<file path="config.mk">
export PLATFORM = sky130hd
export DESIGN_NAME = multicycle_controller_flat
export DESIGN_NICKNAME = d
export VERILOG_FILES = /design/src/rtl/multicycle_controller_if.sv /design/src/rtl/multicycle_controller.sv /design/src/flat_wrapper.sv
export SDC_FILE = /design/constraint.sdc
export NUM_CORES = 1
export LEC_CHECK = 0
export CAP_MARGIN = 10
export CORE_MARGIN = 5
export CORE_UTILIZATION = 45
export CTS_CLUSTER_DIAMETER = 120
export CTS_CLUSTER_SIZE = 16
export DETAILED_ROUTE_END_ITERATION = 10
export PLACE_DENSITY = 0.77
export SLEW_MARGIN = 5
export SYNTH_ARGS = -nofsm -noshare
export SYNTH_HDL_FRONTEND = slang
export SYNTH_SLANG_ARGS = --single-unit
</file>
<file path="constraint.sdc">
create_clock -name clk -period 1.9 [get_ports clk]
set_input_delay 0.38 -clock clk [delete_from_list [all_inputs] [get_ports clk]]
set_output_delay 0.38 -clock clk [all_outputs]
set_load 0.005 [all_outputs]
</file>
<file path="src/rtl/multicycle_controller_if.sv">
// Fetch/data memory handshake bundle plus the IR contents seen by the sequencer.
interface multicycle_controller_if;
  logic [31:0] inst;
  logic        imem_req;
  logic        imem_ready;
  logic        ir_we;
  logic        dmem_req;
  logic        dmem_we;
  logic        dmem_ready;

  modport master (
    input  inst, imem_ready, dmem_ready,
    output imem_req, ir_we, dmem_req, dmem_we
  );

  modport slave (
    output inst, imem_ready, dmem_ready,
    input  imem_req, ir_we, dmem_req, dmem_we
  );
endinterface

</file>
<file path="src/rtl/multicycle_controller.sv">
// Multi-cycle RV32I sequencer: FETCH/DECODE/EXEC/MEM/WB with memory handshakes,
// branch evaluation, a memory-wait watchdog and sticky trap flags.
module multicycle_controller #(
  parameter int unsigned TIMEOUT = 16,
  parameter int unsigned ALUOP_W = 2,
  parameter int unsigned RET_W   = 32
) (
  input  logic                 clk,
  input  logic                 rst_n,
  multicycle_controller_if.master bus,
  input  logic                 zero,
  input  logic                 lt,
  input  logic                 ltu,
  output logic [ALUOP_W-1:0]   alu_op,
  output logic                 alu_src,
  output logic [1:0]           mem_to_reg,
  output logic                 reg_write,
  output logic                 pc_we,
  output logic [1:0]           pc_src,
  output logic [2:0]           state,
  output logic                 retire,
  output logic [RET_W-1:0]     retired_cnt,
  output logic                 illegal,
  output logic                 timeout
);

  localparam int unsigned CNT_W = 8;
  localparam logic [CNT_W-1:0] WAIT_LAST = CNT_W'(TIMEOUT - 1);

  localparam logic [6:0] OP_R     = 7'h33;
  localparam logic [6:0] OP_I     = 7'h13;
  localparam logic [6:0] OP_L     = 7'h03;
  localparam logic [6:0] OP_S     = 7'h23;
  localparam logic [6:0] OP_B     = 7'h63;
  localparam logic [6:0] OP_LUI   = 7'h37;
  localparam logic [6:0] OP_AUIPC = 7'h17;
  localparam logic [6:0] OP_JAL   = 7'h6F;
  localparam logic [6:0] OP_JALR  = 7'h67;

  typedef enum logic [2:0] {
    S_FETCH  = 3'd0,
    S_DECODE = 3'd1,
    S_EXEC   = 3'd2,
    S_MEM    = 3'd3,
    S_WB     = 3'd4,
    S_TRAP   = 3'd5
  } state_t;

  state_t           state_q, state_d;
  logic [CNT_W-1:0] wait_q, wait_d;
  logic             set_illegal, set_timeout;

  logic               imem_req_c, ir_we_c, dmem_req_c, dmem_we_c;
  logic [ALUOP_W-1:0] alu_op_c;
  logic               alu_src_c, reg_write_c, pc_we_c, retire_c;
  logic [1:0]         mem_to_reg_c, pc_src_c;

  logic [6:0] opcode;
  logic [2:0] funct3;
  logic       is_r, is_i, is_l, is_s, is_b, is_lui, is_auipc, is_jal, is_jalr;
  logic       legal, taken;
  logic       unused_inst_bits;

  assign opcode   = bus.inst[6:0];
  assign funct3   = bus.inst[14:12];
  assign unused_inst_bits = ^{bus.inst[31:15], bus.inst[11:7]};

  assign is_r     = (opcode == OP_R);
  assign is_i     = (opcode == OP_I);
  assign is_l     = (opcode == OP_L);
  assign is_s     = (opcode == OP_S);
  assign is_b     = (opcode == OP_B);
  assign is_lui   = (opcode == OP_LUI);
  assign is_auipc = (opcode == OP_AUIPC);
  assign is_jal   = (opcode == OP_JAL);
  assign is_jalr  = (opcode == OP_JALR);

  // funct3 010/011 are not branch encodings
  assign legal = is_r | is_i | is_l | is_s | is_lui | is_auipc | is_jal | is_jalr |
                 (is_b & (funct3 != 3'b010) & (funct3 != 3'b011));

  always_comb begin
    taken = 1'b0;
    case (funct3)
      3'b000:  taken = zero;
      3'b001:  taken = ~zero;
      3'b100:  taken = lt;
      3'b101:  taken = ~lt;
      3'b110:  taken = ltu;
      3'b111:  taken = ~ltu;
      default: taken = 1'b0;
    endcase
  end

  // State register, watchdog, retire counter and sticky trap flags
  always_ff @(posedge clk or negedge rst_n) begin
    if (!rst_n) begin
      state_q     <= S_FETCH;
      wait_q      <= '0;
      retired_cnt <= '0;
      illegal     <= 1'b0;
      timeout     <= 1'b0;
    end else begin
      state_q <= state_d;
      wait_q  <= wait_d;
      if (retire_c)    retired_cnt <= retired_cnt + RET_W'(1);
      if (set_illegal) illegal     <= 1'b1;
      if (set_timeout) timeout     <= 1'b1;
    end
  end

  // Next state and strobes; the watchdog only survives while a wait state holds
  always_comb begin
    state_d      = state_q;
    wait_d       = '0;
    set_illegal  = 1'b0;
    set_timeout  = 1'b0;
    imem_req_c   = 1'b0;
    ir_we_c      = 1'b0;
    dmem_req_c   = 1'b0;
    dmem_we_c    = 1'b0;
    alu_op_c     = '0;
    alu_src_c    = 1'b0;
    reg_write_c  = 1'b0;
    pc_we_c      = 1'b0;
    pc_src_c     = 2'd0;
    mem_to_reg_c = 2'd0;
    retire_c     = 1'b0;

    if (state_q == S_EXEC || state_q == S_MEM || state_q == S_WB) begin
      if (is_r)                alu_op_c = ALUOP_W'(2'b10);
      else if (is_i || is_lui) alu_op_c = ALUOP_W'(2'b11);
      else if (is_b)           alu_op_c = ALUOP_W'(2'b01);
      else                     alu_op_c = ALUOP_W'(2'b00);
      alu_src_c = is_i | is_l | is_s | is_lui | is_auipc | is_jalr;
    end

    case (state_q)
      S_FETCH: begin
        imem_req_c = 1'b1;
        if (bus.imem_ready) begin
          ir_we_c = 1'b1;
          state_d = S_DECODE;
        end else if (wait_q == WAIT_LAST) begin
          state_d     = S_TRAP;
          set_timeout = 1'b1;
        end else begin
          wait_d = wait_q + CNT_W'(1);
        end
      end
      S_DECODE: begin
        if (legal) begin
          state_d = S_EXEC;
        end else begin
          state_d     = S_TRAP;
          set_illegal = 1'b1;
        end
      end
      S_EXEC: begin
        if (is_b) begin
          pc_we_c  = 1'b1;
          pc_src_c = taken ? 2'd1 : 2'd0;
          retire_c = 1'b1;
          state_d  = S_FETCH;
        end else if (is_l || is_s) begin
          state_d = S_MEM;
        end else begin
          state_d = S_WB;
        end
      end
      S_MEM: begin
        dmem_req_c = 1'b1;
        dmem_we_c  = is_s;
        if (bus.dmem_ready) begin
          if (is_s) begin
            pc_we_c  = 1'b1;
            retire_c = 1'b1;
            state_d  = S_FETCH;
          end else begin
            state_d = S_WB;
          end
        end else if (wait_q == WAIT_LAST) begin
          state_d     = S_TRAP;
          set_timeout = 1'b1;
        end else begin
          wait_d = wait_q + CNT_W'(1);
        end
      end
      S_WB: begin
        reg_write_c  = 1'b1;
        pc_we_c      = 1'b1;
        retire_c     = 1'b1;
        mem_to_reg_c = is_l ? 2'd1 : ((is_jal || is_jalr) ? 2'd2 : 2'd0);
        pc_src_c     = is_jal ? 2'd2 : (is_jalr ? 2'd3 : 2'd0);
        state_d      = S_FETCH;
      end
      S_TRAP: state_d = S_TRAP;
      default: state_d = S_FETCH;
    endcase
  end

  // Strobes are forced low for as long as reset is held
  assign bus.imem_req = rst_n & imem_req_c;
  assign bus.ir_we    = rst_n & ir_we_c;
  assign bus.dmem_req = rst_n & dmem_req_c;
  assign bus.dmem_we  = rst_n & dmem_we_c;
  assign alu_op       = rst_n ? alu_op_c : '0;
  assign alu_src      = rst_n & alu_src_c;
  assign mem_to_reg   = rst_n ? mem_to_reg_c : 2'd0;
  assign reg_write    = rst_n & reg_write_c;
  assign pc_we        = rst_n & pc_we_c;
  assign pc_src       = rst_n ? pc_src_c : 2'd0;
  assign retire       = rst_n & retire_c;
  assign state        = state_q;

endmodule

</file>
<file path="src/flat_wrapper.sv">
// flat-port wrapper written by rule: the top's interface ports become plain ports
module multicycle_controller_flat 
#(
  parameter int unsigned TIMEOUT = 16,
  parameter int unsigned ALUOP_W = 2,
  parameter int unsigned RET_W   = 32
)
  (clk, rst_n, zero, lt, ltu, alu_op, alu_src, mem_to_reg, reg_write, pc_we, pc_src, state, retire, retired_cnt, illegal, timeout, bus_inst, bus_imem_ready, bus_dmem_ready, bus_imem_req, bus_ir_we, bus_dmem_req, bus_dmem_we);
  multicycle_controller_if bus_i ();
  input  logic clk;
  input  logic rst_n;
  input  logic zero;
  input  logic lt;
  input  logic ltu;
  output logic [ALUOP_W-1:0] alu_op;
  output logic alu_src;
  output logic [1:0] mem_to_reg;
  output logic reg_write;
  output logic pc_we;
  output logic [1:0] pc_src;
  output logic [2:0] state;
  output logic retire;
  output logic [RET_W-1:0] retired_cnt;
  output logic illegal;
  output logic timeout;
  input wire logic [$bits(bus_i.inst)-1:0] bus_inst;
  input wire logic [$bits(bus_i.imem_ready)-1:0] bus_imem_ready;
  input wire logic [$bits(bus_i.dmem_ready)-1:0] bus_dmem_ready;
  output wire logic [$bits(bus_i.imem_req)-1:0] bus_imem_req;
  output wire logic [$bits(bus_i.ir_we)-1:0] bus_ir_we;
  output wire logic [$bits(bus_i.dmem_req)-1:0] bus_dmem_req;
  output wire logic [$bits(bus_i.dmem_we)-1:0] bus_dmem_we;
  assign bus_i.inst = bus_inst;
  assign bus_i.imem_ready = bus_imem_ready;
  assign bus_i.dmem_ready = bus_dmem_ready;
  assign bus_imem_req = bus_i.imem_req;
  assign bus_ir_we = bus_i.ir_we;
  assign bus_dmem_req = bus_i.dmem_req;
  assign bus_dmem_we = bus_i.dmem_we;
  multicycle_controller #(.TIMEOUT(TIMEOUT), .ALUOP_W(ALUOP_W), .RET_W(RET_W)) u_core (.clk(clk), .rst_n(rst_n), .bus(bus_i), .zero(zero), .lt(lt), .ltu(ltu), .alu_op(alu_op), .alu_src(alu_src), .mem_to_reg(mem_to_reg), .reg_write(reg_write), .pc_we(pc_we), .pc_src(pc_src), .state(state), .retire(retire), .retired_cnt(retired_cnt), .illegal(illegal), .timeout(timeout));
endmodule
</file>
Word level (Yosys, flattened, before mapping):

Cells that the tools add are included.

* register bits after elaboration: 45
* input port bits: 39
* output and inout port bits: 51
* word-level logic and storage cells: 106

* add/subtract/negate cells: 2
* equality and inequality tests: 22
* multiplexer cells: 45
* bitwise gates (word level): 25
* reductions and logical operators: 7

Operator list (number)
* adder 32 x 1 -> 32 bit, second input constant: 1
* 2-to-1 mux 2 bit: 12
* 2-to-1 mux 8 bit: 3
* == test 7 x 6 -> 1 bit, second input constant: 3
* == test 7 bit, second input constant: 3
* 2-to-1 mux 3 bit: 7
* == test 3 bit, second input constant: 6
* 2-to-1 mux 1 bit: 17
* one-hot mux 8 bit (2 select lines): 1
* one-hot mux 3 bit (5 select lines): 1
* == test 7 x 5 -> 1 bit, second input constant: 2
* OR 1 bit: 13
* bitwise AND 1 bit: 9
* adder 8 x 1 -> 8 bit, second input constant: 1
* == test 8 x 4 -> 1 bit, second input constant: 1
* == test 7 x 2 -> 1 bit, second input constant: 1
* == test 3 x 1 -> 1 bit, second input constant: 2
* == test 3 x 2 -> 1 bit, second input constant: 2
* zero test 3 bit: 2
* != test 3 x 2 -> 1 bit, second input constant: 2
* one-hot mux 1 bit (6 select lines): 1
* logical OR 1 bit: 5
* one-hot mux 2 bit (2 select lines): 1
* inverter 1 bit: 3
* 2 further kinds: 2

Depth between registers and ports, before layout:

Gate-level depths: netlist (run 1).

* depth in word-level cells: 11
* gate-level depth with buffers: 7
* depth with buffers taken out: 6

Worst setup path before layout (run 1):

OpenSTA, ideal clock, no wires.

* path kind: input -> output
* start point: in bus_inst[6]
* end point: out retire
* arrival time: 1.496 ns
* data required time: 1.520 ns
* setup slack: 0.024 ns
* cell stages on the path: 6
* path buffers: 2
* cells stage by stage: buf_4 -> and3b_2 -> o2111a_4 -> nor2_1 -> nor2_1 -> buf_4

* cells in the longest elaborated chain, start to end: 5
* elaborated cells on any way between the ends: 7
* classes of those cells: eq/ne: 2; mux: 4; bitwise: 1

Ends and longest elaborated chain
* start: declaration: RTL line flat_wrapper.sv:26 `input wire logic [$bits(bus_i.inst)-1:0] bus_inst;`
* == test 7 x 6 -> 1 bit: RTL line multicycle_controller.sv:71 `assign is_s = (opcode == OP_S);`
* 2-to-1 mux 1 bit (2 in series)
* one-hot mux 1 bit (3 select lines) (*)
* bitwise AND 1 bit (*)
* end: declaration: RTL line flat_wrapper.sv:22 `output logic retire;`

Mark *: on every way between the ends. The rest lies on a longest branch, timed or not.

Worst setup path in the final report (run 1):

* start point: in bus_inst[1]
* end point: out pc_src[0]

* cells in the longest elaborated chain, start to end: 5
* elaborated cells on any way between the ends: 8
* classes of those cells: eq/ne: 3; mux: 5

Ends and longest elaborated chain
* == test 7 bit: RTL line multicycle_controller.sv:76 `assign is_jalr = (opcode == OP_JALR);`
* 2-to-1 mux 2 bit (2 in series): RTL line multicycle_controller.sv:194 `pc_src_c = is_jal ? 2'd2 : (is_jalr ? 2'd3 : 2'd0);`
* one-hot mux 2 bit (2 select lines) (*): RTL line multicycle_controller.sv:138 `case (state_q)`
* 2-to-1 mux 2 bit (*): RTL line multicycle_controller.sv:212 `assign pc_src = rst_n ? pc_src_c : 2'd0;`
* end: declaration: RTL line flat_wrapper.sv:20 `output logic [1:0] pc_src;`

Marked as above.

==> results of run 1 <==
state kept, by name, indices dropped and copies added, names as in the netlist:
| signal | flops |
|---|---|
| u_core.illegal | 1 |
| u_core.retired_cnt | 32 |
| u_core.state | 3 |
| u_core.timeout | 1 |
| u_core.wait_q | 8 |
worst max-delay path: cells and delay by family:
family,cells,cell delay [ns]
buffers and inverters,2,0.40
AND/OR/NAND/NOR,3,0.86
AO/OA/AOI/OAI,1,0.09
logic make-up after synthesis:
kind of cell,count (synthesis),share of synthesized area
AO/OA/AOI/OAI,31,0.0934
XOR/XNOR,38,0.131
adder cells (fa/ha/maj),2,0.00988
buffers and inverters,18,0.0346
flip-flops,45,0.445
multiplexers,4,0.0163
AND/OR/NAND/NOR,116,0.269
timing repair:
action	4_1_cts	5_1_grt
setup endpoints to repair	43	38
pin swaps	15	34
gates cloned	0	2
resized for setup	110	67
buffers inserted	17	13
power groups by stage:
stage,Clock (W),Sequential [W],Combinational (W)
after floorplan,0,0.00117,0.000359
after global placement,0,0.00117,0.000866
after detailed placement,0,0.00117,0.000890
after CTS,0.000605,0.00116,0.00104
after global routing,0.000643,0.00118,0.00123
final,0.000589,0.00117,0.00113
cells in the mapped netlist, types with 3 or more instances:
| library cell | number | share of area |
|---|---|---|
| a21oi_1 | 3 | 0.0059 |
| and3_1 | 4 | 0.0099 |
| buf_4 | 3 | 0.0089 |
| dfrtp_1 | 45 | 0.44 |
| inv_1 | 13 | 0.019 |
| mux2i_1 | 3 | 0.012 |
| nand2_1 | 23 | 0.034 |
| nand2b_1 | 4 | 0.0099 |
| nand3_1 | 11 | 0.022 |
| nor2_1 | 27 | 0.040 |
| nor3_1 | 11 | 0.022 |
| nor3_2 | 5 | 0.020 |
| nor4_1 | 5 | 0.012 |
| o21ai_0 | 11 | 0.022 |
| xnor2_1 | 16 | 0.055 |
| xor2_1 | 22 | 0.076 |
per-stage QoR:
| stage | TNS, ns | worst slack [ns] | cell area, µm² |
|---|---|---|---|
| 2_1_floorplan | 0 | 0.0236 | 2530 |
| 3_3_place_gp | -21.51 | -0.849 | 3640 |
| 3_5_place_dp | -22.41 | -0.912 | 3640 |
| 4_1_cts | -0.544 | -0.194 | 3980 |
| 5_1_grt | -3.40 | -0.260 | 4340 |
| 6_report | -1.22 | -0.215 | 4340 |
area by class of cell:
class	count	share of cell area
multi-input cells	191	0.383
clock buffers	6	0.0167
flip-flops and latches	45	0.260
clock inverters	2	0.00346
well taps	72	0.0208
repair buffers	150	0.305
inverters	13	0.0113
cells in the final DEF (no fill, tap or decap), types with 3 or more instances in the layout:
cell,netlist,routed
a21oi_1,3,3
and3_1,4,4
buf_2,1,13
buf_4,3,61
buf_6,1,22
clkbuf_2,0,5
clkbuf_8,0,5
clkdlybuf4s50_1,0,41
dfrtp_1,45,44
dlymetal6s2s_1,0,4
inv_1,13,11
mux2i_1,3,3
nand2_1,23,18
nand2_2,0,4
nand2b_4,0,3
nand3_1,11,11
nor2_1,27,13
nor2_2,1,8
nor2_4,0,7
nor3_1,11,3
nor3_2,5,4
nor3_4,1,10
nor4_2,1,3
nor4_4,1,3
o21ai_0,11,7
o21ai_1,1,4
xnor2_1,16,11
xnor2_2,0,5
xor2_1,22,22
final timing paths:
| check | cells past startpoint | from | to |
|---|---|---|---|
| min in group clk | 1 | u_core.wait_q[0] | u_core.wait_q[0] |
| max in group asynchronous | 2 | rst_n | u_core.retired_cnt[18] |
| max | 6 | bus_inst[1] | pc_src[0] |
| min | 2 | rst_n | u_core.state[0] |
| min reg2reg | 1 | u_core.wait_q[0] | u_core.wait_q[0] |
| max reg2reg | 5 | u_core.retired_cnt[13] | u_core.retired_cnt[31] |
layer usage:
layer,up-vias,share of wire,GRT usage
met4,0,0.015,0.0532
met5,-,0,0
li1,1188,-,-
met3,14,0.056,0.0427
met1,1237,0.38,0.237
met2,78,0.55,0.368
==> impl_metrics.ini, run 1 <==
[status]
status = finished with violations
violations = negative setup slack

[clock_network]
clk_pin_slew_ns = 0.08
root_buffer = clkbuf_8
clockBufferDepth = 2
cts.sinks = 45
cts_tree = yes
htree_levels = 2
clk_latency_ns = 0.31
cts_buffers = 5
postCtsHoldBufs = 0

[final_layout]
fill_cells = 345
drive_above_1_share = 0.447
fin_cells = 479
multi_input_comb_area_um2 = 1660
nNetsFinal = 447
regArea_um2 = 1130
areaGrowthSynthToFinish_pct = 71.3
fin_util = 0.792
num_antenna_cells = 0

[sta]
holdWs_ns = 0.112
max_freq_ghz = 0.473
setup_violations = 21
drv_slew = 0
finalClockSkew_ns = 0.0133
maxSlewHeadroom = 0.687
rsz0062_at_grt = true
period_needed_ns = 2.11
min_period_over_period = 1.11
hold_viol = 0
fin_ws_ns = -0.215
tightestPinTransition_ns = 0.469

[power]
p_clk_frac = 0.204
switching_power_w = 0.000958
internal_power_w = 0.00193
pwr-share-seq = 0.404
p_total_w = 0.00289
vdd_ir_drop_max_mv = 0.389
switching_share = 0.332
powerDensity_nw_per_um2 = 667
leakage_nw = 2.12
combPwrFrac = 0.393

[yosys]
avgSynthCellArea_um2 = 9.97
netlist_area_um2 = 2530
ys_seq_area_frac = 0.445
async_flop_share = 1.00
yosysWarnings = 0
syn_inst = 254
synth_fp_nets = 295
synth_enable_flop_cells = 0
yosys_most_used_dff = dfrtp_1
synth-seq-cells = 45
synth_cell_types = 55

[routing]
drt_iter0_drc = 98
vias = 2517
drt_wl_total_mm = 8.13
ant_nets = 0
vias_per_cell = 5.25
first_pass_iters = 4
drc = 0
wl_per_cell_um = 17.0

[die]
die_h_um = 85
initial_core_util = 0.463
rows = 27
die-area_um2 = 7230
dieWidth_um = 85
core_area_um2 = 5470
ios = 90

[setup_path]
worstSetupStartpointType = input pin
r2r_slack_ns = -0.11
crit_type = input pin to primary output
slowest_delay_ns = 0.55
cp-end-kind = primary output
path_cells = clkdlybuf4s15_1 -> nand2_2 -> or4b_4 -> nand3b_1 -> o31ai_1 -> buf_2
critical_path_required_ns = 1.52
worstPathArrival_ns = 1.73
slowest_stage = or4b_4
cp_max_fo = 3

[grt]
grt_pass1_vias = 2503
overflow = 0
grt_pass1_wl_mm = 12.0
antenna_found_initial = 0
grt_usage = 0.201
grt_max_degree = 38

[placed_design]
place.port_buffers = 67
place.detailed.hpwl_mm = 4.96
dp_cells = 439
place_congestion = 0.872

[flow_run]
cap_violations = 0

[worst_hold_path]
holdCritPathClass = input pin to async pin
Note: power is estimated with default switching activity, not from simulation.
==> run 2, diff against run 1 <==
ABC_CLOCK_PERIOD_IN_PS = 1900   (was default)
SLEW_MARGIN = 10   (was 5)
==> results of run 2 <==
Final layout, timing and power as in run 1 (identical DEF).
==> run 3, diff against run 2 <==
TNS_END_PERCENT = 5   (was default)
==> run 3 against run 2 <==
Compared with the run above:
- the run still ends with negative setup slack left
- hold slack lost 0.012 ns
- wire length down 15%
- clock power down 2%
- sequential power about the same
- critical path type unchanged
==> impl_metrics.ini, run 3 (synthesized netlist as in run 1, its figures left out) <==
[status]
status = finished with violations
violations = negative setup slack

[power]
powerDensity_nw_per_um2 = 698
vdd_ir_drop_max_mv = 0.393
leakage_nw = 1.86

[clock_network]
htree_levels = 2
cts_tree = yes
clockBufferDepth = 2
cts_buffers = 5
cts.sinks = 45
clk_latency_ns = 0.30
clk_pin_slew_ns = 0.08
root_buffer = clkbuf_8
postCtsHoldBufs = 0

[routing]
vias = 2361
routed.top_layer = met4
drt_iter0_drc = 66
ant_nets = 0
wl_met1_mm = 2.77
wl_per_cell_um = 14.9
drt_wl_total_mm = 6.88
first_pass_iters = 5
vias_per_cell = 5.11
drc = 0
wl_met3_um = 441
wl_met2_mm = 3.56

[die]
dieWidth_um = 85
initial_core_util = 0.463
die-area_um2 = 7230
rows = 27
die_h_um = 85
ios = 90
core_area_um2 = 5470

[sta]
period_needed_ns = 2.05
hold_viol = 0
max_freq_ghz = 0.487
finalClockSkew_ns = 0.0126
tightestPinTransition_ns = 0.462
maxSlewHeadroom = 0.692
fin_ws_ns = -0.154
drv_slew = 0
setup_violations = 13
rsz0062_at_grt = true
holdWs_ns = 0.0999
min_period_over_period = 1.08

[final_layout]
fill_cells = 399
final_cell_mix = buf_4, clkdlybuf4s50_1, dfrtp_1
largest_reg_flops = 32
areaGrowthSynthToFinish_pct = 58.9
final_common_cell = buf_4
fin_util = 0.735
regMostFlops = u_core.retired_cnt
drive_above_1_share = 0.377
num_antenna_cells = 0
nNetsFinal = 430

[setup_path]
critical_path_required_ns = 1.52
crit_family = simple AND/OR/NAND/NOR gates
path_cells = clkdlybuf4s15_1 -> nand2_2 -> or4b_4 -> nand3b_1 -> o31ai_2 -> buf_2
slowest_delay_ns = 0.54
worstPathArrival_ns = 1.67
slowest_stage = or4b_4
cp_max_fo = 3
crit_type = input pin to primary output
worstSetupStartpointType = input pin
critPathBufInv = 2
r2r-start = u_core.state[1]
crit_path_start = bus_inst[1]
cp-end-kind = primary output

[worst_hold_path]
holdCritPathClass = input pin to async pin

[placed_design]
pre_cts_ws_ns = -0.912
place.detailed.hpwl_mm = 4.96
place.port_buffers = 67
place_congestion = 0.872

[grt]
overflow = 0
grt_pass1_vias = 2442
grt_max_degree = 38
antenna_found_initial = 0
grt_usage = 0.195
grt_pass1_wl_mm = 11.6

[flow_run]
cap_violations = 0
==> run 3: stage by stage <==
step | TNS, ns | instances | power [W] | cell area (µm²)
6_report | -0.943 | 462 | 0.00281 | 4020
5_1_grt | -3.53 | 462 | 0.00297 | 4020
4_1_cts | -0.691 | 458 | 0.00277 | 3910
3_5_place_dp | -22.41 | 439 | 0.00206 | 3640
3_3_place_gp | -21.51 | 439 | 0.00204 | 3640
2_1_floorplan | 0 | 254 | 0.00153 | 2530
==> run 3: where the power goes <==
group	internal, W	switching (W)	leakage, nW
Clock	0.000259	0.000319	0.0374
Sequential	0.00105	0.000119	0.581
Combinational	0.000595	0.000467	1.25
==> run 3: path summary, 6_finish.rpt <==
kind	endpoint	slack, ns	cells after the start
setup / recovery	pc_src[0]	-0.15	6
hold / removal	u_core.state[0]	0.1	2
setup reg to reg	u_core.retired_cnt[15]	-0.01	9
hold reg to reg	u_core.wait_q[0]	0.47	1
max in group asynchronous	u_core.retired_cnt[18]	1.29	2
min in group clk	u_core.wait_q[0]	0.47	1
==> run 3: per-layer routing <==
layer	track usage	vias to the layer above
met1	0.224	1136
li1	-	1148
met3	0.0495	11
met5	0	-
met4	0.0576	0
met2	0.355	66
==> run 3: final cells by class <==
cell class	instances	area [µm²]	share of cell area
clock buffers	6	72.6	0.0180
clock inverters	2	15.0	0.00373
inverters	13	48.8	0.0121
multi-input cells	191	1500	0.372
flip-flops and latches	45	1130	0.280
well taps	72	90.1	0.0224
repair buffers	133	1170	0.291
==> run 3: worst reg2reg max path, delay by kind of cell (launching register included) <==
family	cells	cell delay (ns)
buffers and inverters	4	0.57
XOR/XNOR	1	0.16
flip-flops	1	0.42
AND/OR/NAND/NOR	2	0.28
AO/OA/AOI/OAI	2	0.37
==> run 3: what timing repair did <==
item / in CTS / in global routing
resized for setup: 99 / 30
buffers inserted: 11 / 4
pin swaps: 14 / 11
setup endpoints to repair: 43 / 36
